==> config.mk <==
export PLATFORM = sky130hd
export DESIGN_NAME = uart_tx_fifo
export DESIGN_NICKNAME = d
export VERILOG_FILES = /design/src/rtl/uart_pkg.sv /design/src/rtl/uart_baud_gen.sv /design/src/rtl/uart_tx_fifo.sv
export SDC_FILE = /design/constraint.sdc
export NUM_CORES = 1
export LEC_CHECK = 0
export ABC_AREA = 1
export ABC_CLOCK_PERIOD_IN_PS = 8119
export BUFFER_PORTS_ARGS = -buffer_cell sky130_fd_sc_hd__buf_2
export CAP_MARGIN = 20
export CELL_PAD_IN_SITES_DETAIL_PLACEMENT = 2
export CELL_PAD_IN_SITES_GLOBAL_PLACEMENT = 2
export CORE_MARGIN = 2
export CORE_UTILIZATION = 43
export CTS_CLUSTER_DIAMETER = 80
export DETAILED_ROUTE_END_ITERATION = 6
export PLACE_DENSITY_LB_ADDON = 0.1
export SLEW_MARGIN = 20
export SYNTH_ARGS = -nofsm -noshare
export SYNTH_HDL_FRONTEND = slang
export SYNTH_HIERARCHICAL = 1
export SYNTH_SLANG_ARGS = --single-unit
==> constraint.sdc <==
create_clock -name sys_clk_i -period 8.12 [get_ports sys_clk_i]
set_input_delay 0.406 -clock sys_clk_i [delete_from_list [all_inputs] [get_ports sys_clk_i]]
set_output_delay 0.406 -clock sys_clk_i [all_outputs]
set_load 0.02 [all_outputs]
==> src/rtl/uart_pkg.sv <==
// Shared types and constants for the UART transmitter slice.
package uart_pkg;

   // Transmit sequencer states, in frame order.
   typedef enum logic [2:0] {
      ST_IDLE   = 3'd0,
      ST_START  = 3'd1,
      ST_DATA   = 3'd2,
      ST_PARITY = 3'd3,
      ST_STOP   = 3'd4
   } tx_state_e;

   // Parity modes selected by the PARITY parameter.
   localparam int PAR_NONE = 0;
   localparam int PAR_EVEN = 1;
   localparam int PAR_ODD  = 2;

   // Accumulator width: holds acc + BAUD (< CLK_HZ + BAUD) with one spare bit.
   function automatic int acc_width(input int clk_hz, input int baud);
      return $clog2(clk_hz + baud) + 1;
   endfunction

endpackage

==> src/rtl/uart_baud_gen.sv <==
// Phase-accumulator bit-period generator. Emits a one-cycle tick at the end of
// each bit period; bit periods are floor or ceil of CLK_HZ/BAUD cycles with an
// exact long-run average. clear_i holds the accumulator at zero so the first
// period after clear lasts a full bit time.
module uart_baud_gen
   import uart_pkg::*;
#(
   parameter int CLK_HZ = 100_000_000,
   parameter int BAUD   = 115200
) (
   input  logic sys_clk_i,
   input  logic sys_rstn_i,
   input  logic clear_i,
   output logic tick_o
);

   localparam int AW = acc_width(CLK_HZ, BAUD);

   logic [AW-1:0] acc_q;
   logic [AW-1:0] acc_sum;

   assign acc_sum = acc_q + AW'(BAUD);
   assign tick_o  = !clear_i && (acc_sum >= AW'(CLK_HZ));

   // Accumulate BAUD per cycle, subtract CLK_HZ on each tick, hold at zero while cleared.
   always_ff @(posedge sys_clk_i or negedge sys_rstn_i) begin
      if (!sys_rstn_i) begin
         acc_q <= '0;
      end else if (clear_i) begin
         acc_q <= '0;
      end else if (tick_o) begin
         acc_q <= acc_sum - AW'(CLK_HZ);
      end else begin
         acc_q <= acc_sum;
      end
   end

endmodule

==> src/rtl/uart_tx_fifo.sv <==
// UART transmitter with an input FIFO. Words are queued through a valid/ready
// port and sent LSB first as start, data, optional parity and stop bits.
//
// Handshake: a word transfers on the rising clock edge where tx_valid_i and
// tx_ready_o are both high. tx_ready_o depends only on the FIFO level (low when
// full, even if the sequencer pops in the same cycle); tx_valid_i while not
// ready is ignored and the producer must hold the word until it is accepted.
module uart_tx_fifo
   import uart_pkg::*;
#(
   parameter int CLK_HZ     = 100_000_000,
   parameter int BAUD       = 115200,
   parameter int DATA_BITS  = 8,
   parameter int PARITY     = 0,
   parameter int STOP_BITS  = 1,
   parameter int FIFO_DEPTH = 16
) (
   input  logic                          sys_clk_i,
   input  logic                          sys_rstn_i,
   input  logic                          tx_valid_i,
   input  logic [DATA_BITS-1:0]          tx_data_i,
   output logic                          tx_ready_o,
   output logic                          uart_tx_o,
   output logic                          busy_o,
   output logic [$clog2(FIFO_DEPTH):0]   fifo_level_o
);

   localparam int   PW      = $clog2(FIFO_DEPTH);
   localparam int   LW      = PW + 1;
   localparam int   BW      = $clog2(DATA_BITS);
   localparam logic ODD_PAR = (PARITY == PAR_ODD);

   // Reject illegal parameter combinations at elaboration.
   if (CLK_HZ / BAUD < 4) begin : g_bad_ratio
      $error("uart_tx_fifo: CLK_HZ/BAUD must be at least 4");
   end
   if (DATA_BITS < 5 || DATA_BITS > 8) begin : g_bad_data_bits
      $error("uart_tx_fifo: DATA_BITS must be 5..8");
   end
   if (PARITY < PAR_NONE || PARITY > PAR_ODD) begin : g_bad_parity
      $error("uart_tx_fifo: PARITY must be 0, 1 or 2");
   end
   if (STOP_BITS < 1 || STOP_BITS > 2) begin : g_bad_stop_bits
      $error("uart_tx_fifo: STOP_BITS must be 1 or 2");
   end
   if (FIFO_DEPTH < 2 || (FIFO_DEPTH & (FIFO_DEPTH - 1)) != 0) begin : g_bad_depth
      $error("uart_tx_fifo: FIFO_DEPTH must be a power of two >= 2");
   end

   // ---------------------------------------------------------------- FIFO
   logic [DATA_BITS-1:0] mem [FIFO_DEPTH];
   logic [PW-1:0]        wr_ptr_q;
   logic [PW-1:0]        rd_ptr_q;
   logic [LW-1:0]        level_q;
   logic                 fifo_empty;
   logic                 fifo_full;
   logic                 push;
   logic                 pop;
   logic [DATA_BITS-1:0] head;
   logic                 head_par;

   assign fifo_empty = (level_q == '0);
   assign fifo_full  = (level_q == LW'(FIFO_DEPTH));
   assign push       = tx_valid_i && !fifo_full;
   assign head       = mem[rd_ptr_q];
   assign head_par   = (^head) ^ ODD_PAR;

   // Storage array; contents are don't-care until written, so no reset.
   always_ff @(posedge sys_clk_i) begin
      if (push) begin
         mem[wr_ptr_q] <= tx_data_i;
      end
   end

   // Pointers wrap naturally at FIFO_DEPTH; level is unchanged on push+pop.
   always_ff @(posedge sys_clk_i or negedge sys_rstn_i) begin
      if (!sys_rstn_i) begin
         wr_ptr_q <= '0;
         rd_ptr_q <= '0;
         level_q  <= '0;
      end else begin
         if (push) begin
            wr_ptr_q <= wr_ptr_q + 1'b1;
         end
         if (pop) begin
            rd_ptr_q <= rd_ptr_q + 1'b1;
         end
         case ({push, pop})
            2'b10:   level_q <= level_q + 1'b1;
            2'b01:   level_q <= level_q - 1'b1;
            default: level_q <= level_q;
         endcase
      end
   end

   // ------------------------------------------------------ bit-period tick
   tx_state_e state_q;
   tx_state_e state_d;
   logic      tick;

   uart_baud_gen #(
      .CLK_HZ (CLK_HZ),
      .BAUD   (BAUD)
   ) u_baud_gen (
      .sys_clk_i  (sys_clk_i),
      .sys_rstn_i (sys_rstn_i),
      .clear_i    (state_q == ST_IDLE),
      .tick_o     (tick)
   );

   // ----------------------------------------------------------- sequencer
   logic [BW-1:0]        bit_idx_q;
   logic [BW-1:0]        bit_idx_d;
   logic                 stop_idx_q;
   logic                 stop_idx_d;
   logic [DATA_BITS-1:0] shift_q;
   logic [DATA_BITS-1:0] shift_d;
   logic                 par_q;
   logic                 par_d;
   logic                 tx_q;
   logic                 tx_d;

   // Sequencer registers; the line level is registered alongside the state.
   always_ff @(posedge sys_clk_i or negedge sys_rstn_i) begin
      if (!sys_rstn_i) begin
         state_q    <= ST_IDLE;
         bit_idx_q  <= '0;
         stop_idx_q <= 1'b0;
         shift_q    <= '0;
         par_q      <= 1'b0;
         tx_q       <= 1'b1;
      end else begin
         state_q    <= state_d;
         bit_idx_q  <= bit_idx_d;
         stop_idx_q <= stop_idx_d;
         shift_q    <= shift_d;
         par_q      <= par_d;
         tx_q       <= tx_d;
      end
   end

   // Next state, next line level and frame loading; the frame word and its
   // parity are latched at pop so later FIFO traffic cannot disturb it.
   always_comb begin
      state_d    = state_q;
      bit_idx_d  = bit_idx_q;
      stop_idx_d = stop_idx_q;
      shift_d    = shift_q;
      par_d      = par_q;
      tx_d       = tx_q;
      pop        = 1'b0;
      unique case (state_q)
         ST_IDLE: begin
            tx_d = 1'b1;
            if (!fifo_empty) begin
               state_d = ST_START;
               pop     = 1'b1;
               shift_d = head;
               par_d   = head_par;
               tx_d    = 1'b0;
            end
         end
         ST_START: begin
            if (tick) begin
               state_d   = ST_DATA;
               bit_idx_d = '0;
               tx_d      = shift_q[0];
            end
         end
         ST_DATA: begin
            if (tick) begin
               if (bit_idx_q == BW'(DATA_BITS - 1)) begin
                  if (PARITY != PAR_NONE) begin
                     state_d = ST_PARITY;
                     tx_d    = par_q;
                  end else begin
                     state_d    = ST_STOP;
                     stop_idx_d = 1'b0;
                     tx_d       = 1'b1;
                  end
               end else begin
                  bit_idx_d = bit_idx_q + 1'b1;
                  shift_d   = shift_q >> 1;
                  tx_d      = shift_q[1];
               end
            end
         end
         ST_PARITY: begin
            if (tick) begin
               state_d    = ST_STOP;
               stop_idx_d = 1'b0;
               tx_d       = 1'b1;
            end
         end
         ST_STOP: begin
            if (tick) begin
               if (stop_idx_q == 1'(STOP_BITS - 1)) begin
                  if (!fifo_empty) begin
                     // Back-to-back: next start bit follows with no idle gap.
                     state_d = ST_START;
                     pop     = 1'b1;
                     shift_d = head;
                     par_d   = head_par;
                     tx_d    = 1'b0;
                  end else begin
                     state_d = ST_IDLE;
                     tx_d    = 1'b1;
                  end
               end else begin
                  stop_idx_d = 1'b1;
               end
            end
         end
         default: begin
            state_d = ST_IDLE;
            tx_d    = 1'b1;
         end
      endcase
   end

   assign uart_tx_o    = tx_q;
   assign tx_ready_o   = !fifo_full;
   assign busy_o       = (state_q != ST_IDLE) || !fifo_empty;
   assign fifo_level_o = level_q;

endmodule
After elaboration in Yosys (flattened, before gate mapping)
Memory sizes are Yosys's and may differ from the RTL's.
Index checks and enable logic that the tools add are counted.
{"block": "word_totals", "n_memories": 1, "ff_bits": 57, "output_inout_bits": 8, "ramBits": 128}
{"block": "op_classes", "eq_ne": 16, "n_lt_le_gt_ge": 1, "n_reduce_logical": 18, "n_mux": 42, "addsub": 7}
{"memory": "mem", "depth": 16, "width": 8, "rd": 1, "rd_clocked_by_memory_dff": 0, "write_ports": 1, "line": "uart_tx_fifo.sv:51", "text": "logic [DATA_BITS-1:0] mem [FIFO_DEPTH];"}
{"op": "two-way mux 28 bit", "count": 2}
{"op": "two-way mux 8 bit", "count": 5}
{"op": "two-way mux 3 bit", "count": 10}
{"op": "adder 28 x 17 -> 28 bit (second input constant)", "count": 1}
{"op": ">= comparator 28 x 27 -> 1 bit (second input constant)", "count": 1}
{"op": "subtractor 28 x 27 -> 28 bit (second input constant)", "count": 1}
{"op": "case mux 8 bit (3 select lines)", "count": 1}
{"op": "two-way mux 1 bit", "count": 18}
{"op": "inequality test 2 bit (second input constant)", "count": 8}
{"op": "case mux 3 bit (5 select lines)", "count": 1}
{"op": "AND reduction 5 bit", "count": 3}
{"op": "case mux 5 bit (2 select lines)", "count": 1}
{"op": "nonzero test 3 bit", "count": 3}
{"op": "adder 4 x 1 -> 4 bit (second input constant)", "count": 2}
{"op": "AND reduction 7 bit", "count": 1}
{"op": "equality test 3 x 2 -> 1 bit (second input constant)", "count": 2}
{"op": "equality test 3 bit (second input constant)", "count": 2}
{"op": "case mux 3 bit (2 select lines)", "count": 1}
{"op": "adder 5 x 1 -> 5 bit (second input constant)", "count": 1}
{"op": "equality test 5 bit (second input constant)", "count": 1}
{"op": "zero test 5 bit", "count": 1}
{"op": "case mux 1 bit (5 select lines)", "count": 1}
{"op": "subtractor 5 x 1 -> 5 bit (second input constant)", "count": 1}
{"op": "AND reduction 4 bit", "count": 1}
{"op": "other kinds (11)", "count": 15}

Depth between registers and ports, before layout
Gate-level depths: netlist of the first run.
{"block": "depth", "word_depth": 7, "ltp_mapped": 28}

Cells and area by module
Netlist of the first run, hierarchy kept.
{"mod": "uart_tx_fifo", "area_each_um2": 6915.4, "instances": 1, "cells_each": 678}
{"mod": "uart_baud_gen", "area_each_um2": 1823.0, "instances": 1, "cells_each": 306}

Worst setup path before layout of the first run
OpenSTA, ideal clock, no wires.
{"block": "synth_path", "path_kind": "register to register", "start": "register u_baud_gen.acc_q[9]", "end": "register level_q[4], in the netlist fifo_level_o[4]", "slack_ns": 4.397, "arrival_ns": 3.602, "path_stages_with_launch": 29, "t_required_ns": 7.999, "path_buffers": 0, "setup_time_ns": 0.121, "cell_sequence": "dfrtp_1 ha_1 nand2_2 inv_2 nand2_1 nand2_2 nand2_1 nand2_1 nand2_2 inv_1 nor2_1 nand2_1 nor2_1 nand2_1 nand2_4 nand2_2 inv_1 nor3_1 nor2_2 nand2_4 nor2_4 ha_1 ha_1 a21oi_1 o21bai_1 a21oi_1 o21ai_0 nand2_1 nand2_1"}
{"block": "synth_between", "elab_chain_len": 7, "elab_cells_between_ends": 9, "cone_classes": "1 x add/sub; 1 x order compare; 2 x eq/ne; 3 x mux; 2 x reduce/logical"}
{"element": "start, declared", "line": "uart_baud_gen.sv:19", "text": "logic [AW-1:0] acc_q;"}
{"element": "start signal, assigned", "line": "uart_baud_gen.sv:32", "text": "acc_q <= acc_sum - AW'(CLK_HZ);"}
{"element": "start signal, assigned", "line": "uart_baud_gen.sv:34", "text": "acc_q <= acc_sum;"}
{"element": "adder 28 x 17 -> 28 bit (*)", "line": "uart_baud_gen.sv:22", "text": "assign acc_sum = acc_q + AW'(BAUD);"}
{"element": ">= comparator 28 x 27 -> 1 bit (*)", "line": "uart_baud_gen.sv:23", "text": "assign tick_o = !clear_i && (acc_sum >= AW'(CLK_HZ));"}
{"element": "logical AND 1 bit (*)", "line": "uart_baud_gen.sv:23"}
{"element": "net tick", "line": "uart_tx_fifo.sv:99", "text": "logic tick;"}
{"element": "two-way mux 1 bit (*)", "line": "uart_tx_fifo.sv:196", "text": "if (tick) begin"}
{"element": "case mux 1 bit (2 select lines) (*)", "line": "uart_tx_fifo.sv:152", "text": "unique case (state_q)"}
{"element": "net pop", "line": "uart_tx_fifo.sv:58", "text": "logic pop;"}
{"element": "equality test 2 x 1 -> 1 bit / equality test 2 bit (equally long branches)", "line": "uart_tx_fifo.sv:88", "text": "case ({push, pop})"}
{"element": "case mux 5 bit (2 select lines) / nonzero test 2 bit (equally long branches)"}
{"element": "end signal, assigned", "line": "uart_tx_fifo.sv:89", "text": "2'b10: level_q <= level_q + 1'b1;"}
{"element": "end signal, assigned", "line": "uart_tx_fifo.sv:90", "text": "2'b01: level_q <= level_q - 1'b1;"}
{"element": "end signal, assigned", "line": "uart_tx_fifo.sv:91", "text": "default: level_q <= level_q;"}
{"element": "end, declared", "line": "uart_tx_fifo.sv:54", "text": "logic [LW-1:0] level_q;"}
The timed path passes the listed nets; every way through them passes the cells marked *.
A chain may end at the register's enable or synchronous reset.

Final worst setup path of the first run
Ends and elaborated chain as after synthesis.

==> impl_metrics.json, run 1 <==
{
  "synthXorXnorAreaFrac": 0.00702,
  "route.detailed.drc": 0,
  "n_fill_cell": 2176,
  "ys_ff_latch": 176,
  "rows": 52,
  "synth_compound_area_frac": 0.0412,
  "wl_per_cell_microns": 22.0,
  "clk_pin_slew_worst_paths_ns": 0.08,
  "syn-mean-instance-area_sq_um": 8.88,
  "hp-class": "input pin to async pin",
  "dieArea_sq_mm": 0.0215,
  "routabilityCongestion": 0.801,
  "numCtsBuffers": 17,
  "die_w_microns": 147,
  "fin_crit_sh": 0.599,
  "core_area_sq_mm": 0.0201,
  "synthSimpleGateAreaFrac": 0.279,
  "period_needed_ns": 4.86,
  "worst_slew_pin_slew_ns": 1.06,
  "htree_levels": 4,
  "reg2reg_slack_ns": 3.26,
  "power.leakage_nw": 4.24,
  "clk-insertion-delay-late_ns": 0.45,
  "fin_skew_ns": 0.0139,
  "start_util": 0.435,
  "drt_iter0_drc": 318,
  "rr_endpoint": "fifo_level_o[4]",
  "crit_type": "flip-flop to flip-flop",
  "grt_first_pass_wirelength_microns": 45300,
  "postCtsSetupBuffers": 0,
  "ir_drop_uv": 138,
  "rsz0062_at_grt": "no",
  "ios": 19,
  "hold_buffers": 0,
  "ys_warn_count": 6,
  "io_buffers": 18,
  "syn-num-nets": 1011,
  "relSlewSlack": 0.290,
  "cpMaxStageDelayCell": "dfrtp_1",
  "die-height_microns": 147,
  "worstSetupStartpointType": "flip-flop",
  "placed_cells": 1245,
  "status": "complete, no violations",
  "fin_cells": 1277,
  "grt_usage": 0.277,
  "worst_r2r_path_depth": 28,
  "grt_max_degree": 76,
  "antenna_found_initial": 0,
  "crit_required_ns": 8.46,
  "post-dp-hpwl_microns": 17900,
  "fin_area_sq_mm": 0.00965,
  "layout.nets": 1021,
  "fmax_ghz": 0.206,
  "crit_buf_inv": 3,
  "hold_viol": 0,
  "maxCapViolations": 0,
  "n_antenna_cell": 0,
  "synthMuxAreaShare": 0,
  "cts_resized": 0,
  "powerDensity_mw_per_mm2": 234,
  "crit_fanout": 27,
  "drv_slew": 0,
  "synth.distinct_cells": 36,
  "vias_per_cell": 5.42,
  "syn2layout_area_growth_pct": 10.4,
  "worst_slack_ns": 3.26,
  "dpl-instance-area_sq_mm": 0.00902,
  "num_vias": 6927,
  "cp_top_family": "simple AND/OR/NAND/NOR gates",
  "clock_sinks": 176,
  "timing.critical_path.mode_cell": "nand2_1",
  "end_kind": "flip-flop",
  "setup_viol": 0,
  "grt_remaining_overflow": 0,
  "drive_gt1_frac": 0.0924,
  "cts_tree": "built",
  "r2r_start": "u_baud_gen/acc_q[9]",
  "synthAdderAreaFrac": 0.0238,
  "ys_seq_area_frac": 0.577,
  "post-place-ws_ns": 3.30,
  "synthCells": 984,
  "critPathMaxStageDelay_ns": 0.46,
  "drt_wl_total_microns": 28100,
  "root_buffer": "clkbuf_16",
  "hold_slack_ns": 0.0829,
  "setup_tns_ns": 0,
  "ant_nets": 0,
  "drtPass1Iterations": 4,
  "grt_pass1_vias": 7998,
  "synth_top_family_by_area": "simple AND/OR/NAND/NOR gates",
  "ctsLongestPathBuffers": 2,
  "crit_arrival_ns": 5.20,
  "synth_area_sq_mm": 0.00874
}
layout make-up:
type	count	area [sq um]	share of cell area
repair buffers	21	113	0.0117
clock buffers	18	429	0.0445
multi-input cells	658	3070	0.318
inverters	120	453	0.0469
clock inverters	14	204	0.0211
flip-flops and latches	176	5050	0.523
well taps	270	338	0.0350
cells in the final DEF (no fill, tap or decap), types with 3 or more instances in the layout:
| cell | Yosys | layout |
|---|---|---|
| nor2_1 | 88 | 88 |
| dfrtp_1 | 47 | 46 |
| inv_6 | 0 | 4 |
| clkbuf_16 | 0 | 17 |
| buf_2 | 19 | 18 |
| o21ai_0 | 25 | 25 |
| edfxtp_1 | 128 | 128 |
| nand3_2 | 3 | 3 |
| buf_4 | 1 | 3 |
| nand2_2 | 11 | 11 |
| a21oi_2 | 3 | 3 |
| inv_2 | 10 | 10 |
| o211ai_1 | 9 | 9 |
| nor3_1 | 4 | 4 |
| bufinv_16 | 0 | 4 |
| inv_1 | 105 | 104 |
| nand4_1 | 10 | 10 |
| ha_1 | 15 | 15 |
| clkinv_4 | 0 | 3 |
| nand2_1 | 319 | 319 |
| a21oi_1 | 23 | 23 |
| xor2_1 | 6 | 6 |
| nor2_2 | 5 | 5 |
| nand2_4 | 3 | 3 |
| nand3_1 | 123 | 123 |
| clkinv_1 | 4 | 5 |
cells in the mapped netlist, drive strengths merged:
cell	instances	area (sq um)
o21bai	2	15.0
dfstp	1	26.3
buf	26	159
a21oi	26	141
xnor2	1	8.76
nand3	126	646
a31oi	1	6.26
dfrtp	47	1180
nand4	11	75.1
nand2	333	1300
clkbuf	4	15.0
clkinv	5	20.0
and3	2	12.5
inv	115	432
xor2	6	52.6
edfxtp	128	3840
o211ai	9	67.6
nor3	4	20.0
ha	15	188
fa	1	20.0
o21ai	26	130
nor2	95	384
worst max-delay path by stage:
stage                              from              end  slack [ns]  depth (start not counted)
floorplan           u_baud_gen/acc_q[9]  fifo_level_o[4]        4.40                         28
global route        u_baud_gen/acc_q[9]  fifo_level_o[4]        2.76                         28
finish              u_baud_gen/acc_q[9]  fifo_level_o[4]        3.26                         28
global placement    u_baud_gen/acc_q[9]  fifo_level_o[4]        3.60                         28
detailed placement  u_baud_gen/acc_q[9]  fifo_level_o[4]        3.30                         26
CTS                 u_baud_gen/acc_q[9]  fifo_level_o[4]        3.22                         26
worst reg2reg max path, delay by kind of cell, from the launching register on:
kind,cells,cell delay [ns]
simple gates,18,2.40
buf+inv,3,0.29
compound gates,4,0.63
fa+ha+maj,3,1.00
flops,1,0.46
per-stage QoR:
| stage | power, W | utilization |
|---|---|---|
| 2_1_floorplan | 0.00124 | - |
| 3_3_place_gp | 0.00133 | 0.448 |
| 3_5_place_dp | 0.00136 | 0.448 |
| 4_1_cts | 0.00228 | 0.480 |
| 5_1_grt | 0.00234 | 0.480 |
| 6_report | 0.00226 | 0.480 |
sequential cells by signal (all words and copies together) (netlist names), 3 cells and up:
name              flops
mem                 128
u_baud_gen/acc_q     20
shift_q               8
fifo_level_o          5
rd_ptr_q              4
wr_ptr_q              4
bit_idx_q             3
state_q               3
power by group:
group	leakage, nW	total (W)	switching, W	internal (W)
Sequential	1.75	0.00110	0.0000453	0.00105
Clock	0.305	0.000911	0.000388	0.000522
Combinational	2.18	0.000252	0.000191	0.0000610
Total	4.24	0.00226	0.000624	0.00164
per-layer routing:
layer | track usage | wire [microns] | vias to the layer above
li1 | - | - | 3223
met1 | 0.334 | 11600 | 3561
met2 | 0.515 | 15200 | 106
met3 | 0.0347 | 723 | 37
met4 | 0.0908 | 617 | 0
met5 | 0 | 0 | -
cells by family after synthesis:
kind of cell / after synthesis
AO/OA/AOI/OAI: 64
XOR/XNOR: 7
adder cells (fa/ha/maj): 16
buffers and inverters: 150
flip-flops: 176
AND/OR/NAND/NOR: 571
Note: power is estimated with default switching activity, not from simulation.
==> run 2: changes to the inputs <==
Settings changed: ABC_CLOCK_PERIOD_IN_PS 8119 to 5100, CORE_UTILIZATION 43 to 40.
Clock period 8.12 ns to 5.1 ns, I/O delays scaled along.
==> run 2 against run 1 <==
- die area is 7.3% higher
- clock power up 49%
- sequential share of layout area is 0.15 points lower
- first-iteration DRC count is 8.2% lower
- register-to-register slack lost 2.8 ns
- utilization down 3.2 points
- final area is 0.29% higher
- critical path type unchanged
- critical endpoint unchanged
- highest routed layer unchanged
==> impl_metrics.json, run 2 (same netlist as run 1, synthesis figures left out) <==
{
  "status": "complete, no violations",
  "ir_drop_uv": 213,
  "grt_pass1_vias": 7543,
  "io_buffers": 18,
  "setup_viol": 0,
  "hp-class": "input pin to flip-flop",
  "relSlewSlack": 0.361,
  "root_buffer": "clkbuf_16",
  "crit_buf_inv": 2,
  "core_area_sq_mm": 0.0216,
  "worstSetupStartpointType": "flip-flop",
  "rows": 54,
  "crit_type": "flip-flop to flip-flop",
  "rsz0062_at_grt": "no",
  "grt_usage": 0.239,
  "final_cell_mix": "319 x nand2_1, 128 x edfxtp_1, 123 x nand3_1, 104 x inv_1, 88 x nor2_1",
  "syn2layout_area_growth_pct": 10.8,
  "drt_iter0_drc": 292,
  "num_vias": 6883,
  "fin_skew_ns": 0.0192,
  "multiInputGateArea_sq_mm": 0.00307,
  "cp_top_family": "simple AND/OR/NAND/NOR gates",
  "drtPass1Iterations": 4,
  "ctsLongestPathBuffers": 2,
  "cts_tree": "built",
  "seq_area_sq_mm": 0.00505,
  "n_fill_cell": 2423,
  "antenna_found_initial": 0,
  "fin_crit_sh": 0.902,
  "grt_max_degree": 58,
  "die_w_microns": 152,
  "wl_per_cell_microns": 20.8,
  "vias_per_cell": 5.33,
  "fin_cells": 1292,
  "clock_sinks": 176,
  "ant_nets": 0,
  "drt_wl_total_microns": 26900,
  "crit_required_ns": 5.45,
  "n_antenna_cell": 0,
  "period_needed_ns": 4.60,
  "dieArea_sq_mm": 0.0230,
  "route.detailed.drc": 0,
  "numCtsBuffers": 17,
  "crit_fanout": 15,
  "drive_gt1_frac": 0.0978,
  "end_kind": "flip-flop",
  "drv_slew": 0,
  "cpMaxStageDelayCell": "dfrtp_1",
  "hold_buffers": 1,
  "die-height_microns": 152,
  "routabilityCongestion": 0.775,
  "largest_register": "mem",
  "ios": 19,
  "crit_arrival_ns": 4.95,
  "fmax_ghz": 0.217,
  "worst_slew_pin_slew_ns": 0.955,
  "grt_first_pass_wirelength_microns": 42300,
  "postCtsSetupBuffers": 0,
  "timing.critical_path.mode_cell": "nand2_1",
  "layout.nets": 1026,
  "clk-insertion-delay-late_ns": 0.45,
  "start_util": 0.404,
  "placed_cells": 1259,
  "maxCapViolations": 0,
  "htree_levels": 4,
  "top_regs": "mem (128), u_baud_gen/acc_q (20), shift_q (8)",
  "grt_remaining_overflow": 0,
  "setup_tns_ns": 0,
  "critPathMaxStageDelay_ns": 0.47,
  "power.leakage_nw": 4.26,
  "final_common_cell": "nand2_1",
  "hold_viol": 0,
  "post-dp-hpwl_microns": 17300,
  "powerDensity_mw_per_mm2": 361,
  "cts_resized": 0,
  "clk_pin_slew_worst_paths_ns": 0.08,
  "largest_reg_flops": 128
}
==> run 2: changes by cell type in the layout (fill, tap and decap cells not counted), moves of 3 or more <==
cell       before  now
buf_4           3    7
bufinv_16       4    0
clkinv_8        0    4
clkinv_4        3    0
inv_8           1    4
==> run 2: worst min-delay path: cells and delay by family <==
kind / cells / cell delay (ns)
AND/OR/NAND/NOR: 1 / 0.15
XOR/XNOR: 1 / 0.09
buffers and inverters: 1 / 0.10
==> run 2: layout make-up <==
class | instances | area share
sequential | 176 | 0.522
multi-input combinational | 658 | 0.317
inverter | 120 | 0.0467
clock buffer | 18 | 0.0465
tap | 280 | 0.0362
clock inverter | 14 | 0.0164
timing repair buffer | 26 | 0.0158
==> run 2: power breakdown <==
group / switching (W) / internal [W] / leakage (nW)
logic: 0.000296 / 0.0000960 / 2.21
registers: 0.0000651 / 0.00168 / 1.75
clock network: 0.000673 / 0.000691 / 0.300
total: 0.00103 / 0.00246 / 4.26
==> run 2: path summary, 6_finish.rpt <==
kind                                           from               to  slack [ns]  cells after the start
worst max-delay path            u_baud_gen/acc_q[9]  fifo_level_o[4]        0.50                     26
worst min-delay path                     tx_valid_i      wr_ptr_q[0]        0.17                      3
worst max register to register  u_baud_gen/acc_q[9]  fifo_level_o[4]        0.50                     26
worst min register to register           shift_q[5]       shift_q[5]        0.50                      2
max in group asynchronous                sys_rstn_i      rd_ptr_q[0]        4.09                      3
min in group asynchronous                sys_rstn_i  fifo_level_o[3]        0.47                      3
==> run 2: through the flow <==
stage                      util  hold slack, ns  power (W)  worst slack, ns  area [sq um]
after global placement    0.419           0.442    0.00213            0.772          9060
final                     0.448           0.173    0.00350            0.498          9680
after floorplan               -         -0.0406    0.00198             1.38          8740
after global routing      0.448           0.195    0.00363           0.0374          9680
after detailed placement  0.419           0.442    0.00216            0.487          9060
after CTS                 0.448           0.164    0.00352            0.456          9680
==> run 2: layer usage <==
metal / up-vias / routed length (microns) / track usage
li1: 3227 / - / -
met1: 3544 / 11800 / 0.298
met2: 75 / 13800 / 0.415
met3: 37 / 492 / 0.0359
met4: 0 / 854 / 0.101
met5: - / 0 / 0
==> run 3: changes to the inputs <==
Settings changed: CORE_UTILIZATION 40 to 41, CTS_BUF_LIST set to sky130_fd_sc_hd__clkbuf_8, HOLD_SLACK_MARGIN set to 0.02.
==> run 3 against run 2 <==
- sequential cell count stayed put
- cell count down 0.54%
- combinational power decreased by 2%
- routed wire length down 3.6%
- clock power shrank 30%
- non-clock buffer count fell by 2
- clock-buffer cell count down 1
- power is 12% lower
- sequential share of layout area up 1.4 points
- sequential power barely moved
- final area is 2.5% lower
- worst setup slack improved by 0.041 ns
- largest cell class unchanged
==> impl_metrics.json, run 3 (same netlist as run 1, synthesis figures left out) <==
{
  "status": "complete, no violations",
  "drt_iter0_drc": 307,
  "grt_pass1_vias": 7475,
  "dpl-instance-area_sq_mm": 0.00904,
  "final_common_cell": "nand2_1",
  "clock_sinks": 176,
  "ctsLongestPathBuffers": 2,
  "rows": 53,
  "post-dp-hpwl_microns": 17700,
  "io_buffers": 18,
  "cp_top_family": "simple AND/OR/NAND/NOR gates",
  "hold_slack_ns": 0.108,
  "largest_reg_flops": 128,
  "worst_slew_pin_slew_ns": 0.966,
  "grt_first_pass_wirelength_microns": 40900,
  "ant_nets": 0,
  "antenna_found_initial": 0,
  "top_regs": "mem (128), u_baud_gen/acc_q (20), shift_q (8)",
  "drive_gt1_frac": 0.0950,
  "worst_r2r_path_depth": 28,
  "final_util": 0.450,
  "reg2reg_slack_ns": 0.54,
  "grtUsageMet2": 0.463,
  "ir_drop_uv": 197,
  "drtPass1Iterations": 4,
  "routabilityCongestion": 0.759,
  "die-height_microns": 150,
  "fin_area_sq_mm": 0.00943,
  "maxCapViolations": 0,
  "use_met3": 0.0302,
  "min_from": "tx_valid_i",
  "power.leakage_nw": 4.14,
  "seq_area_sq_mm": 0.00505,
  "n_fill_cell": 2357,
  "hold_end": "wr_ptr_q[0]",
  "top_usage_layer": "met2",
  "hold_viol": 0,
  "rsz0062_at_grt": "no",
  "met1_usage": 0.286,
  "fin_skew_ns": 0.0254,
  "power.total_w": 0.00307,
  "dieArea_sq_mm": 0.0225,
  "multiInputGateArea_sq_mm": 0.00307,
  "ios": 19,
  "rr_endpoint": "fifo_level_o[4]",
  "critPathMaxStageDelay_ns": 0.48,
  "grt_max_degree": 75,
  "route.detailed.drc": 0,
  "setup_tns_ns": 0,
  "relSlewSlack": 0.354,
  "cpMaxStageDelayCell": "dfrtp_1",
  "whs_path_depth": 3,
  "largest_register": "mem",
  "r2r_start": "u_baud_gen/acc_q[9]",
  "worstSetupStartpointType": "flip-flop",
  "fin_crit_sh": 0.894,
  "cp_num_cells": 28,
  "crit_arrival_ns": 4.95,
  "drt_wl_total_microns": 25900,
  "grt_usage": 0.244,
  "end_kind": "flip-flop",
  "crit_type": "flip-flop to flip-flop",
  "cts_tree": "built",
  "period_needed_ns": 4.56,
  "setup_viol": 0,
  "crit_fanout": 15,
  "n_antenna_cell": 0,
  "crit_required_ns": 5.48,
  "syn2layout_area_growth_pct": 7.93,
  "wl_per_cell_microns": 20.2,
  "hp-class": "input pin to flip-flop",
  "crit_buf_inv": 3,
  "htree_levels": 4,
  "start_util": 0.417,
  "cts_resized": 0,
  "clk-insertion-delay-late_ns": 0.49,
  "core_area_sq_mm": 0.0210,
  "final_cell_mix": "319 x nand2_1, 128 x edfxtp_1, 123 x nand3_1, 105 x inv_1, 87 x nor2_1",
  "clk_pin_slew_worst_paths_ns": 0.11,
  "numCtsBuffers": 17,
  "vias_per_cell": 5.26,
  "fmax_ghz": 0.219,
  "timing.critical_path.mode_cell": "nand2_1",
  "root_buffer": "clkbuf_8",
  "die_w_microns": 150,
  "grt_remaining_overflow": 0,
  "num_vias": 6760,
  "layout.nets": 1024,
  "drv_slew": 0,
  "powerDensity_mw_per_mm2": 326
}
-- run 3: per-stage QoR --
stage               setup WS, ns  cells
finish                     0.539   1285
global route              0.0692   1285
CTS                        0.551   1285
detailed placement         0.578   1252
global placement           0.798   1252
floorplan                   1.38    984
-- run 3: layout make-up --
cell class                      instances  area share
Tap cell                              275      0.0365
Inverter                              120      0.0480
Multi-Input combinational cell        658       0.325
Sequential cell                       176       0.535
Timing Repair Buffer                   24      0.0146
Clock inverter                         15      0.0155
Clock buffer                           17      0.0248
-- run 3: repair_timing --
action                                 4_1_cts  5_1_grt
setup buffers                                0        0
hold buffers                                 1        0
endpoints found under the hold margin       47        0
-- run 3: worst max-delay path by stage --
stage,start,endpoint,slack (ns)
after global placement,u_baud_gen/acc_q[9],fifo_level_o[4],0.80
after CTS,u_baud_gen/acc_q[9],fifo_level_o[4],0.55
after global routing,u_baud_gen/acc_q[9],fifo_level_o[4],0.07
after detailed placement,u_baud_gen/acc_q[9],fifo_level_o[4],0.58
final,u_baud_gen/acc_q[9],fifo_level_o[4],0.54
after floorplan,u_baud_gen/acc_q[9],fifo_level_o[4],1.38
-- run 3: metal layers --
| metal | vias up | wire length, microns | part of all wire |
|---|---|---|---|
| met5 | - | 0 | 0 |
| met4 | 0 | 420 | 0.016 |
| met3 | 27 | 522 | 0.020 |
| met2 | 71 | 14100 | 0.54 |
| met1 | 3437 | 10900 | 0.42 |
| li1 | 3225 | - | - |
-- run 3: where the power goes --
| group | internal [W] | switching, W | leakage [nW] |
|---|---|---|---|
| registers | 0.00168 | 0.0000665 | 1.75 |
| clock network | 0.000362 | 0.000585 | 0.197 |
| logic | 0.0000968 | 0.000288 | 2.20 |
| total | 0.00213 | 0.000939 | 4.14 |
-- run 3: worst reg2reg max path, delay by kind of cell, from the launching register on --
family                     cells  cell delay (ns)
adders and majority gates      3             1.00
DFF                            1             0.48
buffers and inverters          3             0.28
and+or+nand+nor               18             2.17
AOI/OAI and AO/OA              4             0.55
